--- config.mk ---
export PLATFORM = sky130hd
export DESIGN_NAME = sram_arbiter
export DESIGN_NICKNAME = d
export VERILOG_FILES = /design/src/rtl/sram_arbiter.sv
export SDC_FILE = /design/constraint.sdc
export NUM_CORES = 1
export LEC_CHECK = 0
export BUFFER_PORTS_ARGS = -buffer_cell sky130_fd_sc_hd__buf_4
export CAP_MARGIN = 20
export CORE_UTILIZATION = 32
export DETAILED_ROUTE_END_ITERATION = 7
export PLACE_DENSITY = 0.69
export SYNTH_ARGS = -nofsm -noshare
export SYNTH_HDL_FRONTEND = slang
export SYNTH_SLANG_ARGS = --single-unit
export TNS_END_PERCENT = 5
--- constraint.sdc ---
create_clock -name clk -period 2.4 [get_ports clk]
set_input_delay 0.6 -clock clk [delete_from_list [all_inputs] [get_ports clk]]
set_output_delay 0.6 -clock clk [all_outputs]
set_load 0.1 [all_outputs]
--- src/rtl/sram_arbiter.sv ---
`default_nettype none
// ============================================================================
// Module      : sram_arbiter
// Description : Two-port arbiter in front of an asynchronous 8-bit SRAM.
//               Each transfer runs IDLE -> SETUP -> ACCESS x WAIT_CYCLES -> RECOVER.
// Revision    : 1.0 - initial release
// ============================================================================
module sram_arbiter #(
    parameter int WAIT_CYCLES = 2,
    parameter bit FIXED_PRIO  = 1'b0
) (
    input  logic        clk,
    input  logic        reset,
    input  logic        a_req,
    input  logic        b_req,
    input  logic        a_we,
    input  logic        b_we,
    input  logic [20:0] a_addr,
    input  logic [20:0] b_addr,
    input  logic [7:0]  a_wdata,
    input  logic [7:0]  b_wdata,
    output logic [7:0]  a_rdata,
    output logic [7:0]  b_rdata,
    output logic        a_ack,
    output logic        b_ack,
    output logic [20:0] sram_addr,
    input  logic [7:0]  sram_din,
    output logic [7:0]  sram_dout,
    output logic        sram_dout_en,
    output logic        sram_ce_n,
    output logic        sram_oe_n,
    output logic        sram_we_n,
    output logic        busy,
    output logic        owner
);

    typedef enum logic [1:0] {
        ST_IDLE    = 2'd0,
        ST_SETUP   = 2'd1,
        ST_ACCESS  = 2'd2,
        ST_RECOVER = 2'd3
    } state_t;

    localparam logic [3:0] C_CNT_LOAD = 4'(WAIT_CYCLES - 1);

    generate
        if (WAIT_CYCLES < 1 || WAIT_CYCLES > 15) begin : g_bad_wait
            $error("sram_arbiter: WAIT_CYCLES=%0d is outside 1..15", WAIT_CYCLES);
        end
    endgenerate

    state_t      state_q, state_d;
    logic [3:0]  cnt_q, cnt_d;
    logic        we_lat_q, we_lat_d;
    logic        owner_q, owner_d;
    logic        busy_q, busy_d;
    logic        ce_n_q, ce_n_d;
    logic        oe_n_q, oe_n_d;
    logic        we_n_q, we_n_d;
    logic        dout_en_q, dout_en_d;
    logic [20:0] addr_q, addr_d;
    logic [7:0]  dout_q, dout_d;
    logic [7:0]  a_rdata_q, a_rdata_d;
    logic [7:0]  b_rdata_q, b_rdata_d;
    logic        a_ack_q, a_ack_d;
    logic        b_ack_q, b_ack_d;

    logic        w_grant_b;
    logic        w_sel_we;

    // On a tie, round-robin hands the bus to whichever port did not own it last.
    assign w_grant_b = b_req & (~a_req | ((FIXED_PRIO == 1'b0) & ~owner_q));
    assign w_sel_we  = w_grant_b ? b_we : a_we;

    always_comb begin
        state_d   = state_q;
        cnt_d     = cnt_q;
        we_lat_d  = we_lat_q;
        owner_d   = owner_q;
        busy_d    = busy_q;
        ce_n_d    = ce_n_q;
        oe_n_d    = oe_n_q;
        we_n_d    = we_n_q;
        dout_en_d = dout_en_q;
        addr_d    = addr_q;
        dout_d    = dout_q;
        a_rdata_d = a_rdata_q;
        b_rdata_d = b_rdata_q;
        a_ack_d   = 1'b0;
        b_ack_d   = 1'b0;

        case (state_q)
            ST_IDLE: begin
                if (a_req || b_req) begin
                    state_d   = ST_SETUP;
                    owner_d   = w_grant_b;
                    we_lat_d  = w_sel_we;
                    addr_d    = w_grant_b ? b_addr : a_addr;
                    ce_n_d    = 1'b0;
                    oe_n_d    = w_sel_we;
                    dout_en_d = w_sel_we;
                    busy_d    = 1'b1;
                    if (w_sel_we) begin
                        dout_d = w_grant_b ? b_wdata : a_wdata;
                    end
                end
            end
            ST_SETUP: begin
                state_d = ST_ACCESS;
                cnt_d   = C_CNT_LOAD;
                we_n_d  = ~we_lat_q;
            end
            ST_ACCESS: begin
                if (cnt_q == 4'd0) begin
                    state_d = ST_RECOVER;
                    ce_n_d  = 1'b1;
                    oe_n_d  = 1'b1;
                    we_n_d  = 1'b1;
                    a_ack_d = ~owner_q;
                    b_ack_d = owner_q;
                    // Read data is captured on the same edge that releases the strobes.
                    if (!we_lat_q) begin
                        if (owner_q) begin
                            b_rdata_d = sram_din;
                        end else begin
                            a_rdata_d = sram_din;
                        end
                    end
                end else begin
                    cnt_d = cnt_q - 4'd1;
                end
            end
            ST_RECOVER: begin
                state_d   = ST_IDLE;
                dout_en_d = 1'b0;
                busy_d    = 1'b0;
            end
        endcase
    end

    always_ff @(posedge clk or negedge reset) begin
        if (!reset) begin
            state_q   <= ST_IDLE;
            cnt_q     <= 4'd0;
            we_lat_q  <= 1'b0;
            owner_q   <= 1'b1;
            busy_q    <= 1'b0;
            ce_n_q    <= 1'b1;
            oe_n_q    <= 1'b1;
            we_n_q    <= 1'b1;
            dout_en_q <= 1'b0;
            addr_q    <= 21'd0;
            dout_q    <= 8'd0;
            a_rdata_q <= 8'd0;
            b_rdata_q <= 8'd0;
            a_ack_q   <= 1'b0;
            b_ack_q   <= 1'b0;
        end else begin
            state_q   <= state_d;
            cnt_q     <= cnt_d;
            we_lat_q  <= we_lat_d;
            owner_q   <= owner_d;
            busy_q    <= busy_d;
            ce_n_q    <= ce_n_d;
            oe_n_q    <= oe_n_d;
            we_n_q    <= we_n_d;
            dout_en_q <= dout_en_d;
            addr_q    <= addr_d;
            dout_q    <= dout_d;
            a_rdata_q <= a_rdata_d;
            b_rdata_q <= b_rdata_d;
            a_ack_q   <= a_ack_d;
            b_ack_q   <= b_ack_d;
        end
    end

    assign a_rdata      = a_rdata_q;
    assign b_rdata      = b_rdata_q;
    assign a_ack        = a_ack_q;
    assign b_ack        = b_ack_q;
    assign sram_addr    = addr_q;
    assign sram_dout    = dout_q;
    assign sram_dout_en = dout_en_q;
    assign sram_ce_n    = ce_n_q;
    assign sram_oe_n    = oe_n_q;
    assign sram_we_n    = we_n_q;
    assign busy         = busy_q;
    assign owner        = owner_q;

endmodule
`default_nettype wire

* After elaboration in Yosys (flattened, before gate mapping)
Cells that the tools add are included.
Cells by class: reductions and logical operators 15, multiplexer cells 21, add/sub/neg operators 1, equal/unequal tests 6, bitwise logic cells 5
Operator list (count):
- $mux 21 | 1
- $pmux 1 s2 | 5
- $reduce_and 2->1 | 5
- $mux 1 | 9
- $mux 8 | 1
- $pmux 2 s4 | 1
- $pmux 4 s2 | 1
- $reduce_and 4->1 | 2
- $ne 2x2->1 const B | 3
- $reduce_and 3->1 | 2
- $reduce_bool 2->1 | 3
- $eq 2x2->1 const B | 2
- $logic_not 4->1 | 1
- $mux 2 | 2
- $mux 4 | 1
- $sub 4x1->4 const B | 1
- $not 1->1 | 3
- $eq 2x1->1 const B | 1
- $logic_not 2->1 | 1
- $and 1x1->1 | 1
- $logic_or 1x1->1 | 1
- $or 1x1->1 | 1
Storage, ports and cells: bits of input ports 72, flip-flop bits (word level) 60, output and inout bits 53, logic and storage cells 63

* Logic depth before layout (Yosys ltp)
Gate-level depths: netlist of the first run.
depth in word-level cells 6, gate-level depth with buffers 7, gate-level depth less buffers 6

* Worst setup path before layout of the first run
No wires, ideal clock.
path kind reg2reg, from reg owner_q, in the netlist owner, to reg b_rdata_q[0], in the netlist b_rdata[0], cell stages (with the launch flop) 6, setup slack 321 ps, setup time 125 ps, required time 2275 ps, path buffers 2, clock period less this slack 2079 ps, arrival time 1954 ps, cells stage by stage dfstp_2 buf_2 inv_1 or3_1 buf_6 mux2_4
Between the ends: longest elaborated chain between the ends 1
RTL lines:
- start, declared | RTL line 55 | logic owner_q, owner_d;
- start signal, assigned | RTL line 162 | owner_q <= owner_d;
- $reduce_and 4->1 (no line)
- end signal, assigned | RTL line 171 | b_rdata_q <= b_rdata_d;
- end, declared | RTL line 64 | logic [7:0] b_rdata_q, b_rdata_d;
No other way between the ends. A chain may end at the register's enable or synchronous reset.

* Final worst setup path of the first run
from reg state_q[0], to reg b_rdata_q[1], in the netlist b_rdata[1]
Between the ends: longest elaborated chain between the ends 2
RTL lines:
- start, declared | RTL line 52 | state_t state_q, state_d;
- start signal, assigned | RTL line 159 | state_q <= state_d;
- $eq 2x2->1 | RTL line 92 | case (state_q)
- $reduce_and 4->1 (no line)
No other way between the ends.

==> results of run 1 <==
## critical path, cell delays in order (launching register included)
cell and delay (ns):
sky130_fd_sc_hd__dfrtp_1 0.42, sky130_fd_sc_hd__inv_1 0.12, sky130_fd_sc_hd__ha_1 0.37, sky130_fd_sc_hd__nand4bb_4 0.18, sky130_fd_sc_hd__or3_1 0.56, sky130_fd_sc_hd__mux2_4 0.37
## cell families after synthesis
logic type                 after synthesis  synth area share
adders and majority gates                7            0.0319
DFF                                     60             0.549
AOI/OAI and AO/OA                       54             0.109
buffers and inverters                   19            0.0324
xor gates and xnor gates                 1           0.00319
and+or+nand+nor                         45            0.0811
muxes                                   48             0.194
## routing by layer
metal | up-vias | global-route usage | wire length, um
li1 | 1074 | - | -
met3 | 7 | 0.0395 | 421
met2 | 78 | 0.230 | 3070
met5 | - | 0 | 0
met4 | 0 | 0.0758 | 91
met1 | 1005 | 0.177 | 2650
## cell usage after synthesis, types with 2 or more instances
| library cell | n |
|---|---|
| sky130_fd_sc_hd__nand2_1 | 29 |
| sky130_fd_sc_hd__dfrtp_1 | 56 |
| sky130_fd_sc_hd__a31oi_1 | 2 |
| sky130_fd_sc_hd__o21ai_0 | 41 |
| sky130_fd_sc_hd__buf_2 | 2 |
| sky130_fd_sc_hd__ha_1 | 7 |
| sky130_fd_sc_hd__a21oi_1 | 3 |
| sky130_fd_sc_hd__dfstp_2 | 4 |
| sky130_fd_sc_hd__inv_1 | 6 |
| sky130_fd_sc_hd__nor2_1 | 4 |
| sky130_fd_sc_hd__mux2_2 | 9 |
| sky130_fd_sc_hd__o211ai_1 | 2 |
| sky130_fd_sc_hd__mux2i_1 | 31 |
| sky130_fd_sc_hd__buf_4 | 2 |
| sky130_fd_sc_hd__clkbuf_1 | 8 |
| sky130_fd_sc_hd__mux2_4 | 8 |
| sky130_fd_sc_hd__nand3_1 | 3 |
## cells in the final DEF, fill, tap and decap left out, types with 2 or more instances in the layout
master / Yosys / layout
sky130_fd_sc_hd__nand2_1: 29 / 29
sky130_fd_sc_hd__nor2_1: 4 / 4
sky130_fd_sc_hd__o211ai_1: 2 / 2
sky130_fd_sc_hd__a21oi_1: 3 / 3
sky130_fd_sc_hd__mux2_4: 8 / 8
sky130_fd_sc_hd__buf_4: 2 / 129
sky130_fd_sc_hd__clkbuf_8: 0 / 10
sky130_fd_sc_hd__dfrtp_1: 56 / 56
sky130_fd_sc_hd__mux2_2: 9 / 9
sky130_fd_sc_hd__inv_1: 6 / 6
sky130_fd_sc_hd__o21ai_0: 41 / 41
sky130_fd_sc_hd__a31oi_1: 2 / 2
sky130_fd_sc_hd__nand3_1: 3 / 3
sky130_fd_sc_hd__clkinvlp_4: 0 / 2
sky130_fd_sc_hd__dfstp_2: 4 / 4
sky130_fd_sc_hd__ha_1: 7 / 7
sky130_fd_sc_hd__mux2i_1: 31 / 31
sky130_fd_sc_hd__bufinv_16: 0 / 4
## path summary, 6_finish.rpt
check / from / slack, ns / endpoint / cells after the start
setup / recovery: state_q[0]$_DFFE_PN0P_ / 0.26 / b_rdata[1]$_DFFE_PN0P_ / 5
hold / removal: reset / 0.32 / cnt_q[1]$_DFFE_PN0P_ / 1
setup reg to reg: state_q[0]$_DFFE_PN0P_ / 0.26 / b_rdata[1]$_DFFE_PN0P_ / 5
hold reg to reg: sram_addr[1]$_DFFE_PN0P_ / 0.48 / sram_addr[1]$_DFFE_PN0P_ / 2
max in group asynchronous: reset / 1.59 / sram_addr[2]$_DFFE_PN0P_ / 1
min in group clk: sram_addr[1]$_DFFE_PN0P_ / 0.48 / sram_addr[1]$_DFFE_PN0P_ / 2
## sequential cells by signal, indices dropped and copies added, names as in the netlist, 2 cells and up
| register | cells |
|---|---|
| cnt_q | 4 |
| sram_dout | 8 |
| a_rdata | 8 |
| state_q | 2 |
| b_rdata | 8 |
| sram_addr | 21 |
## area by class of cell
type	count	area (um2)	share of cell area
sequential	60	1510	0.370
multi-input combinational	155	1170	0.287
timing repair buffer	129	968	0.238
clock buffer	10	138	0.0338
clock inverter	6	135	0.0332
tap	105	131	0.0323
inverter	6	22.5	0.00553
## per-stage QoR
step | cell area [um2] | utilization
6_report | 4070 | 0.493
4_1_cts | 4070 | 0.493
5_1_grt | 4070 | 0.493
3_3_place_gp | 3800 | 0.460
3_5_place_dp | 3800 | 0.460
2_1_floorplan | 2750 | -
==> results by group, run 1 <==
CTS
  – Setup repair bufs after CTS: 0
  – Cts repair resizes: 0
  – Clk Tree Root Cell: sky130_fd_sc_hd__clkbuf_8
  – H-tree depth reported by CTS: 3
  – Clk_lat worst skew: 0.33 ns
  – TritonCTS buffer count: 9
  – Buffers from clock root to sink, at most: 2
  – Num Clock Sinks: 60
  – Number of buffers inserted by hold repair at cts: 0
  – Clock-pin slew on the worst setup and hold paths: 0.07 ns
  – TritonCTS clock tree: built

Detailed routing
  – Final WL: 6230 um
  – Vias: 2164
  – First-pass iteration count of the detailed router: 4
  – DR WL/cell: 13.2 um
  – DRC violations left: 0
  – Number of DRC markers in iteration 0: 47
  – Average vias per placed instance: 4.59
  – Routed Antenna Nets: 0

STA
  – Setup TNS: 0 ns
  – Time the final worst path needs with I/O delays and setup: 2.14 ns
  – RSZ-0062 raised after global routing: no
  – Hold Fails Final Rpt: 0
  – Portion of the clock cycle consumed by the worst path in the final layout: 0.893
  – Slew margin rel.: 0.514
  – Worst hold slack across all endpoints: 0.323 ns
  – Count of final max-slew check failures: 0
  – Worst setup skew after layout: 0.00769 ns
  – Highest Clock Rate: 0.467 GHz
  – Least setup slack across all paths after layout: 0.258 ns
  – Final setup violation count: 0
  – Least-Margin Pin Slew: 0.730 ns

Cells and area
  – Number of filler cells placed in the layout: 779
  – Net count, final: 440
  – Proportion of layout cells with a drive suffix above 1: 0.467
  – Post-Layout Cell Count: 471
  – Synthesis-to-finish area growth: 48.3%
  – Antenna Diode Count: 0

GRT
  – Pin count of the biggest net entering global routing: 61
  – GRT overflow: 0
  – Global-route wire length before repair: 9770 um
  – Number of global-route vias before repair: 2055
  – Total routing resource utilization after global routing: 0.144
  – Number of antenna violations at the first check in global routing: 0

Setup path
  – Data arrival time of the critical path: 2.36 ns
  – Critical path fanouts, max: 8
  – Path type of the worst setup path: reg2reg
  – Worst Setup Start Kind: register
  – Crit path capture type: register
  – Critical path data required time: 2.62 ns

Hold path
  – Classification of the worst-slack hold path: in2async

Floorplanning
  – Die Span Y: 94.6 um
  – Die boundary width: 94.6 um
  – Top-level port count: 125
  – Core Area: 8260 um2
  – Effective utilization at floorplan: 0.332
  – Placement row count: 33
  – Die area: 8950 um2

Synthesis
  – Cell area after technology mapping: 2750 um2
  – Sequential share of the synthesized area: 0.549
  – Synthesized net count: 313
  – Fraction of post-synthesis cell area in the top cell type by area: 0.510
  – Primary flip-flop cell chosen by synthesis mapping: sky130_fd_sc_hd__dfrtp_1
  – Count of different cell masters after synthesis: 34
  – Main area contributors after synthesis: sky130_fd_sc_hd__dfrtp_1 51%, sky130_fd_sc_hd__mux2i_1 11%, sky130_fd_sc_hd__o21ai_0 7.5%
  – Number of instances in the synthesized netlist: 234
  – Number of synthesis warnings: 0
  – Synth async-reset ratio: 1.00
  – Number of synthesized register bits: 60
  – Synthesized area per cell: 11.7 um2
  – Largest area contributor in the netlist: sky130_fd_sc_hd__dfrtp_1
  – Number of enable-type register cells in the synthesized netlist: 0

Place
  – Detailed-placement wirelength estimate: 4660 um
  – Number of placed cells counting well taps: 455
  – Port Buf Inserts: 124
  – Placer congestion estimate: 0.770
  – Worst slack at placement: 0.263 ns

Run
  – Max-cap violations: 0

Status
  – Outcome: finished, final reports clean
Power of run 1 is left out: the tool's default activity adds up to more than one toggle a clock period on the data nets, which glitch-free logic cannot reach.
==> run 2, diff against run 1 <==
--- a/config.mk
+++ b/config.mk
@@ -6,10 +6,10 @@
 export NUM_CORES = 1
 export LEC_CHECK = 0
 export BUFFER_PORTS_ARGS = -buffer_cell sky130_fd_sc_hd__buf_4
-export CAP_MARGIN = 20
 export CORE_UTILIZATION = 32
 export DETAILED_ROUTE_END_ITERATION = 7
 export PLACE_DENSITY = 0.69
+export RECOVER_POWER = 50
 export SYNTH_ARGS = -nofsm -noshare
 export SYNTH_HDL_FRONTEND = slang
 export SYNTH_SLANG_ARGS = --single-unit
==> run 2 against run 1 <==
- clock skew hardly changed
- count of clock-buffer cells in the layout unchanged
- global-route usage unchanged
- critical path type unchanged
- core utilization is 0.70 points lower
- via count rose by 0.28%
- setup slack about the same
- non-clock buffer count unchanged
- die area did not move
- highest routed layer unchanged
- hold slack improved by 0.16 ns
- critical path depth did not move
- routed wire length barely moved
- final cell count unchanged
==> results by group, run 2 (same netlist as run 1, synthesis figures left out) <==
GRT
  – Highest-utilization routing layer at the global route stage: met2
  – Global-route wire length before repair: 9770 um
  – Number of global-route vias before repair: 2055
  – Pin count of the biggest net entering global routing: 61
  – Met2 routing resource usage after global routing: 0.230
  – GRT overflow: 0
  – Number of antenna violations at the first check in global routing: 0
  – GR Layer Usage met1: 0.177
  – Total routing resource utilization after global routing: 0.144
  – Met3 track demand over resource: 0.0395

Cells and area
  – Proportion of layout cells with a drive suffix above 1: 0.467
  – Antenna Diode Count: 0
  – Synthesis-to-finish area growth: 46.2%
  – Commonest non-fill, non-tap cells in the layout: 106 x sky130_fd_sc_hd__buf_4, 56 x sky130_fd_sc_hd__dfrtp_1, 41 x sky130_fd_sc_hd__o21ai_0, 31 x sky130_fd_sc_hd__mux2i_1, 29 x sky130_fd_sc_hd__nand2_1
  – Number of filler cells placed in the layout: 793
  – Net count, final: 440
  – Leading cell type in the layout, fill and taps excluded: sky130_fd_sc_hd__buf_4
  – Cell area after layout: 4010 um2
  – Core occupancy in the finished layout: 0.486
  – Flip-flop count of the largest register after layout: 21

CTS
  – Clock-pin slew on the worst setup and hold paths: 0.07 ns
  – H-tree depth reported by CTS: 3
  – TritonCTS buffer count: 9
  – Cts repair resizes: 0
  – Clk_lat worst skew: 0.33 ns
  – Buffers from clock root to sink, at most: 2
  – Num Clock Sinks: 60
  – Setup repair bufs after CTS: 0
  – Number of buffers inserted by hold repair at cts: 0
  – Clk Tree Root Cell: sky130_fd_sc_hd__clkbuf_8
  – TritonCTS clock tree: built

STA
  – RSZ-0062 raised after global routing: no
  – Count of final max-slew check failures: 0
  – Highest Clock Rate: 0.467 GHz
  – Portion of the clock cycle consumed by the worst path in the final layout: 0.893
  – Setup TNS: 0 ns
  – Least-Margin Pin Slew: 1.43 ns
  – Hold Fails Final Rpt: 0
  – Final setup violation count: 0
  – Slew margin rel.: 0.0444
  – Time the final worst path needs with I/O delays and setup: 2.14 ns
  – Worst setup skew after layout: 0.00769 ns

Floorplanning
  – Effective utilization at floorplan: 0.332
  – Die area: 8950 um2
  – Placement row count: 33
  – Top-level port count: 125
  – Core Area: 8260 um2
  – Die boundary width: 94.6 um
  – Die Span Y: 94.6 um

Status
  – Outcome: finished, final reports clean

Setup path
  – Worst stage delay on the critical path: 0.56 ns
  – Data arrival time of the critical path: 2.36 ns
  – Sequence of cells on the critical path: inv_1, ha_1, nand4bb_4, or3_1, mux2_4
  – Critical path data required time: 2.62 ns
  – Critical path fanouts, max: 8
  – Worst Setup Start Kind: register
  – Slowest cell on crit path: sky130_fd_sc_hd__or3_1
  – Path type of the worst setup path: reg2reg
  – Crit path capture type: register

Detailed routing
  – Number of DRC markers in iteration 0: 45
  – DR WL/cell: 13.2 um
  – First-pass iteration count of the detailed router: 4
  – DRC violations left: 0
  – Routed Antenna Nets: 0
  – Average vias per placed instance: 4.61
  – Vias: 2170
  – Final WL: 6230 um

Hold path
  – Classification of the worst-slack hold path: reg2reg

Place
  – Placer congestion estimate: 0.770
  – Detailed-placement wirelength estimate: 4660 um
  – Port Buf Inserts: 124
  – Placed cell areas: 3800 um2

Run
  – Max-cap violations: 0
run 2: area by class of cell:
type	count	area, um2	share of cell area
Sequential cell	60	1510	0.375
Timing Repair Buffer	129	911	0.227
Tap cell	105	131	0.0327
Multi-Input combinational cell	155	1170	0.291
Clock buffer	10	138	0.0343
Clock inverter	6	135	0.0337
Inverter	6	22.5	0.00561
run 2: final timing paths:
kind                                     startpoint                        to  slack (ns)  cells past startpoint
max in group asynchronous                     reset  sram_addr[2]$_DFFE_PN0P_        0.94                      1
min in group asynchronous                     reset      cnt_q[1]$_DFFE_PN0P_        0.60                      1
setup reg to reg             state_q[0]$_DFFE_PN0P_    b_rdata[1]$_DFFE_PN0P_        0.26                      5
hold reg to reg            sram_addr[1]$_DFFE_PN0P_  sram_addr[1]$_DFFE_PN0P_        0.48                      2
setup / recovery             state_q[0]$_DFFE_PN0P_    b_rdata[1]$_DFFE_PN0P_        0.26                      5
hold / removal             sram_addr[1]$_DFFE_PN0P_  sram_addr[1]$_DFFE_PN0P_        0.48                      2
run 2: routing by layer:
metal,share of wire,wire [um],vias to the layer above
met5,0,0,-
met4,0.015,91,0
met3,0.061,377,7
met2,0.49,3070,78
met1,0.43,2690,1010
li1,-,-,1075
run 2: critical path: cells and delay by family (launching register included):
kind / cells / cell delay, ns
flip-flops: 1 / 0.42
AND/OR/NAND/NOR: 2 / 0.74
buffers and inverters: 1 / 0.12
multiplexers: 1 / 0.37
adder cells (fa/ha/maj): 1 / 0.37
run 2: per-stage QoR:
step	setup slack, ns	std cells	hold slack [ns]
3_3_place_gp	0.366	455	0.466
3_5_place_dp	0.263	455	0.474
6_report	0.258	471	0.481
5_1_grt	0.130	471	0.477
4_1_cts	0.253	471	0.342
2_1_floorplan	0.321	234	0.304
Power of run 2 is left out for the same reason.
==> run 3, diff against run 2 <==
==> constraint.sdc (replaced) <==
create_clock -name clk -period 2.2 [get_ports clk]
set_input_delay 0.55 -clock clk [delete_from_list [all_inputs] [get_ports clk]]
set_output_delay 0.55 -clock clk [all_outputs]
set_load 0.1 [all_outputs]
==> run 3 against run 2 <==
- critical path type unchanged
- final area decreased by 1.1%
- first-iteration DRC count increased by 36%
- register-to-register slack got worse by 0.02 ns
- hold slack got worse by 0.029 ns
- count of clock-buffer cells in the layout decreased by 1
- highest routed layer unchanged
- largest cell class unchanged
- clock skew about the same
- sequential share of layout area increased by 0.41 points
- non-clock buffer count increased by 2
- global-route usage increased by 0.62 points
- via count about the same
- die area unchanged
- sequential cell count unchanged
- critical endpoint is now b_rdata[6]$_DFFE_PN0P_
==> results by group, run 3 (same netlist as run 1, synthesis figures left out) <==
Setup path
  – Number of cells traversed by the worst register-to-register path: 5
  – CP Launch Point: state_q[0]$_DFFE_PN0P_
  – Critical path fanouts, max: 8
  – Worst Setup Start Kind: register
  – Crit path capture type: register
  – Worst r2r dst: b_rdata[6]$_DFFE_PN0P_
  – Startpoint of the lowest-slack register-to-register path: state_q[0]$_DFFE_PN0P_
  – End point of the critical path: b_rdata[6]$_DFFE_PN0P_
  – Data arrival time of the critical path: 2.17 ns
  – Reg2Reg Setup Slack: 0.23 ns
  – Path type of the worst setup path: reg2reg
  – Critical path data required time: 2.41 ns

STA
  – RSZ-0062 raised after global routing: no
  – Worst hold slack across all endpoints: 0.452 ns
  – Final setup violation count: 0
  – Highest Clock Rate: 0.509 GHz
  – Least-Margin Pin Slew: 1.48 ns
  – Hold Fails Final Rpt: 0
  – Portion of the clock cycle consumed by the worst path in the final layout: 0.894
  – Time the final worst path needs with I/O delays and setup: 1.97 ns
  – Count of final max-slew check failures: 0
  – Worst setup skew after layout: 0.00777 ns
  – Setup TNS: 0 ns
  – Slew margin rel.: 0.0165

Floorplanning
  – Top-level port count: 125
  – Effective utilization at floorplan: 0.332
  – Placement row count: 33
  – Die Span Y: 94.6 um
  – Die area: 8950 um2
  – Core Area: 8260 um2
  – Die boundary width: 94.6 um

CTS
  – Buffers from clock root to sink, at most: 2
  – H-tree depth reported by CTS: 3
  – Clock-pin slew on the worst setup and hold paths: 0.07 ns
  – Number of buffers inserted by hold repair at cts: 0
  – Clk_lat worst skew: 0.33 ns
  – TritonCTS buffer count: 9
  – TritonCTS clock tree: built
  – Clk Tree Root Cell: sky130_fd_sc_hd__clkbuf_8
  – Num Clock Sinks: 60
  – Cts repair resizes: 0
  – Setup repair bufs after CTS: 0

GRT
  – Number of antenna violations at the first check in global routing: 0
  – GR Layer Usage met1: 0.184
  – Met2 routing resource usage after global routing: 0.246
  – Highest-utilization routing layer at the global route stage: met2
  – Pin count of the biggest net entering global routing: 61
  – Number of global-route vias before repair: 2207
  – Total routing resource utilization after global routing: 0.150
  – Global-route wire length before repair: 10200 um
  – Met3 track demand over resource: 0.0386
  – GRT overflow: 0

Cells and area
  – Synthesis-to-finish area growth: 44.6%
  – Antenna Diode Count: 0
  – Commonest non-fill, non-tap cells in the layout: 106 x sky130_fd_sc_hd__buf_4, 56 x sky130_fd_sc_hd__dfrtp_1, 41 x sky130_fd_sc_hd__o21ai_0, 31 x sky130_fd_sc_hd__mux2i_1, 29 x sky130_fd_sc_hd__nand2_1
  – Post-Layout Cell Count: 472
  – Flip-flop count of the largest register after layout: 21
  – Proportion of layout cells with a drive suffix above 1: 0.469
  – Net count, final: 442
  – Leading cell type in the layout, fill and taps excluded: sky130_fd_sc_hd__buf_4

Detailed routing
  – DRC violations left: 0
  – Average vias per placed instance: 4.60
  – DR WL/cell: 13.7 um
  – Vias: 2171
  – First-pass iteration count of the detailed router: 4
  – Routed Antenna Nets: 0
  – Final WL: 6450 um
  – Number of DRC markers in iteration 0: 61

Place
  – Placer congestion estimate: 0.717
  – Port Buf Inserts: 124
  – Detailed-placement wirelength estimate: 4860 um
  – Number of placed cells counting well taps: 457

Status
  – Outcome: finished, final reports clean

Hold path
  – Classification of the worst-slack hold path: in2reg

Run
  – Max-cap violations: 0
## run 3: cell types whose count changed in the layout (fill, tap and decap cells not counted)
cell                         delta
sky130_fd_sc_hd__clkinv_2       +4
sky130_fd_sc_hd__bufinv_16      -2
sky130_fd_sc_hd__clkinvlp_4     -2
sky130_fd_sc_hd__buf_12         +1
sky130_fd_sc_hd__clkbuf_2       +1
sky130_fd_sc_hd__clkbuf_8       -1
## run 3: cell type report
type,instances,area [um2]
Fill cell,793,4290
Sequential cell,60,1510
Multi-Input combinational cell,155,1170
Timing Repair Buffer,131,936
Tap cell,105,131
Clock buffer,9,124
Clock inverter,6,80.1
Inverter,6,22.5
## run 3: worst min-delay path by stage
stage / cells past startpoint / start / slack, ns / to
after floorplan: 0 / reset / 0.25 / a_ack$_DFF_PN0_
after global placement: 2 / sram_addr[9]$_DFFE_PN0P_ / 0.47 / sram_addr[9]$_DFFE_PN0P_
after detailed placement: 2 / sram_addr[10]$_DFFE_PN0P_ / 0.47 / sram_addr[10]$_DFFE_PN0P_
after CTS: 1 / reset / 0.31 / b_rdata[3]$_DFFE_PN0P_
after global routing: 2 / sram_din[1] / 0.43 / b_rdata[1]$_DFFE_PN0P_
final: 2 / a_req / 0.45 / owner$_DFFE_PN1P_
## run 3: critical path, stage by stage (launching register included)
cell and delay (ns):
sky130_fd_sc_hd__dfrtp_1 0.42, sky130_fd_sc_hd__inv_1 0.12, sky130_fd_sc_hd__ha_1 0.22, sky130_fd_sc_hd__nand4bb_4 0.16, sky130_fd_sc_hd__or3_1 0.55, sky130_fd_sc_hd__mux2_4 0.38
## run 3: routing by layer
metal | vias to the layer above | share of wire
met5 | - | 0
met4 | 0 | 0.017
met3 | 8 | 0.065
met2 | 72 | 0.50
met1 | 1015 | 0.42
li1 | 1076 | -
## run 3: per-stage QoR
step | setup WS [ns] | area [um2] | utilization
floorplan | 0.121 | 2750 | -
global placement | 0.279 | 3820 | 0.463
detailed placement | 0.208 | 3820 | 0.463
CTS | 0.216 | 4030 | 0.488
global route | 0.0461 | 3970 | 0.481
finish | 0.234 | 3970 | 0.481
Power of run 3 is left out for the same reason.
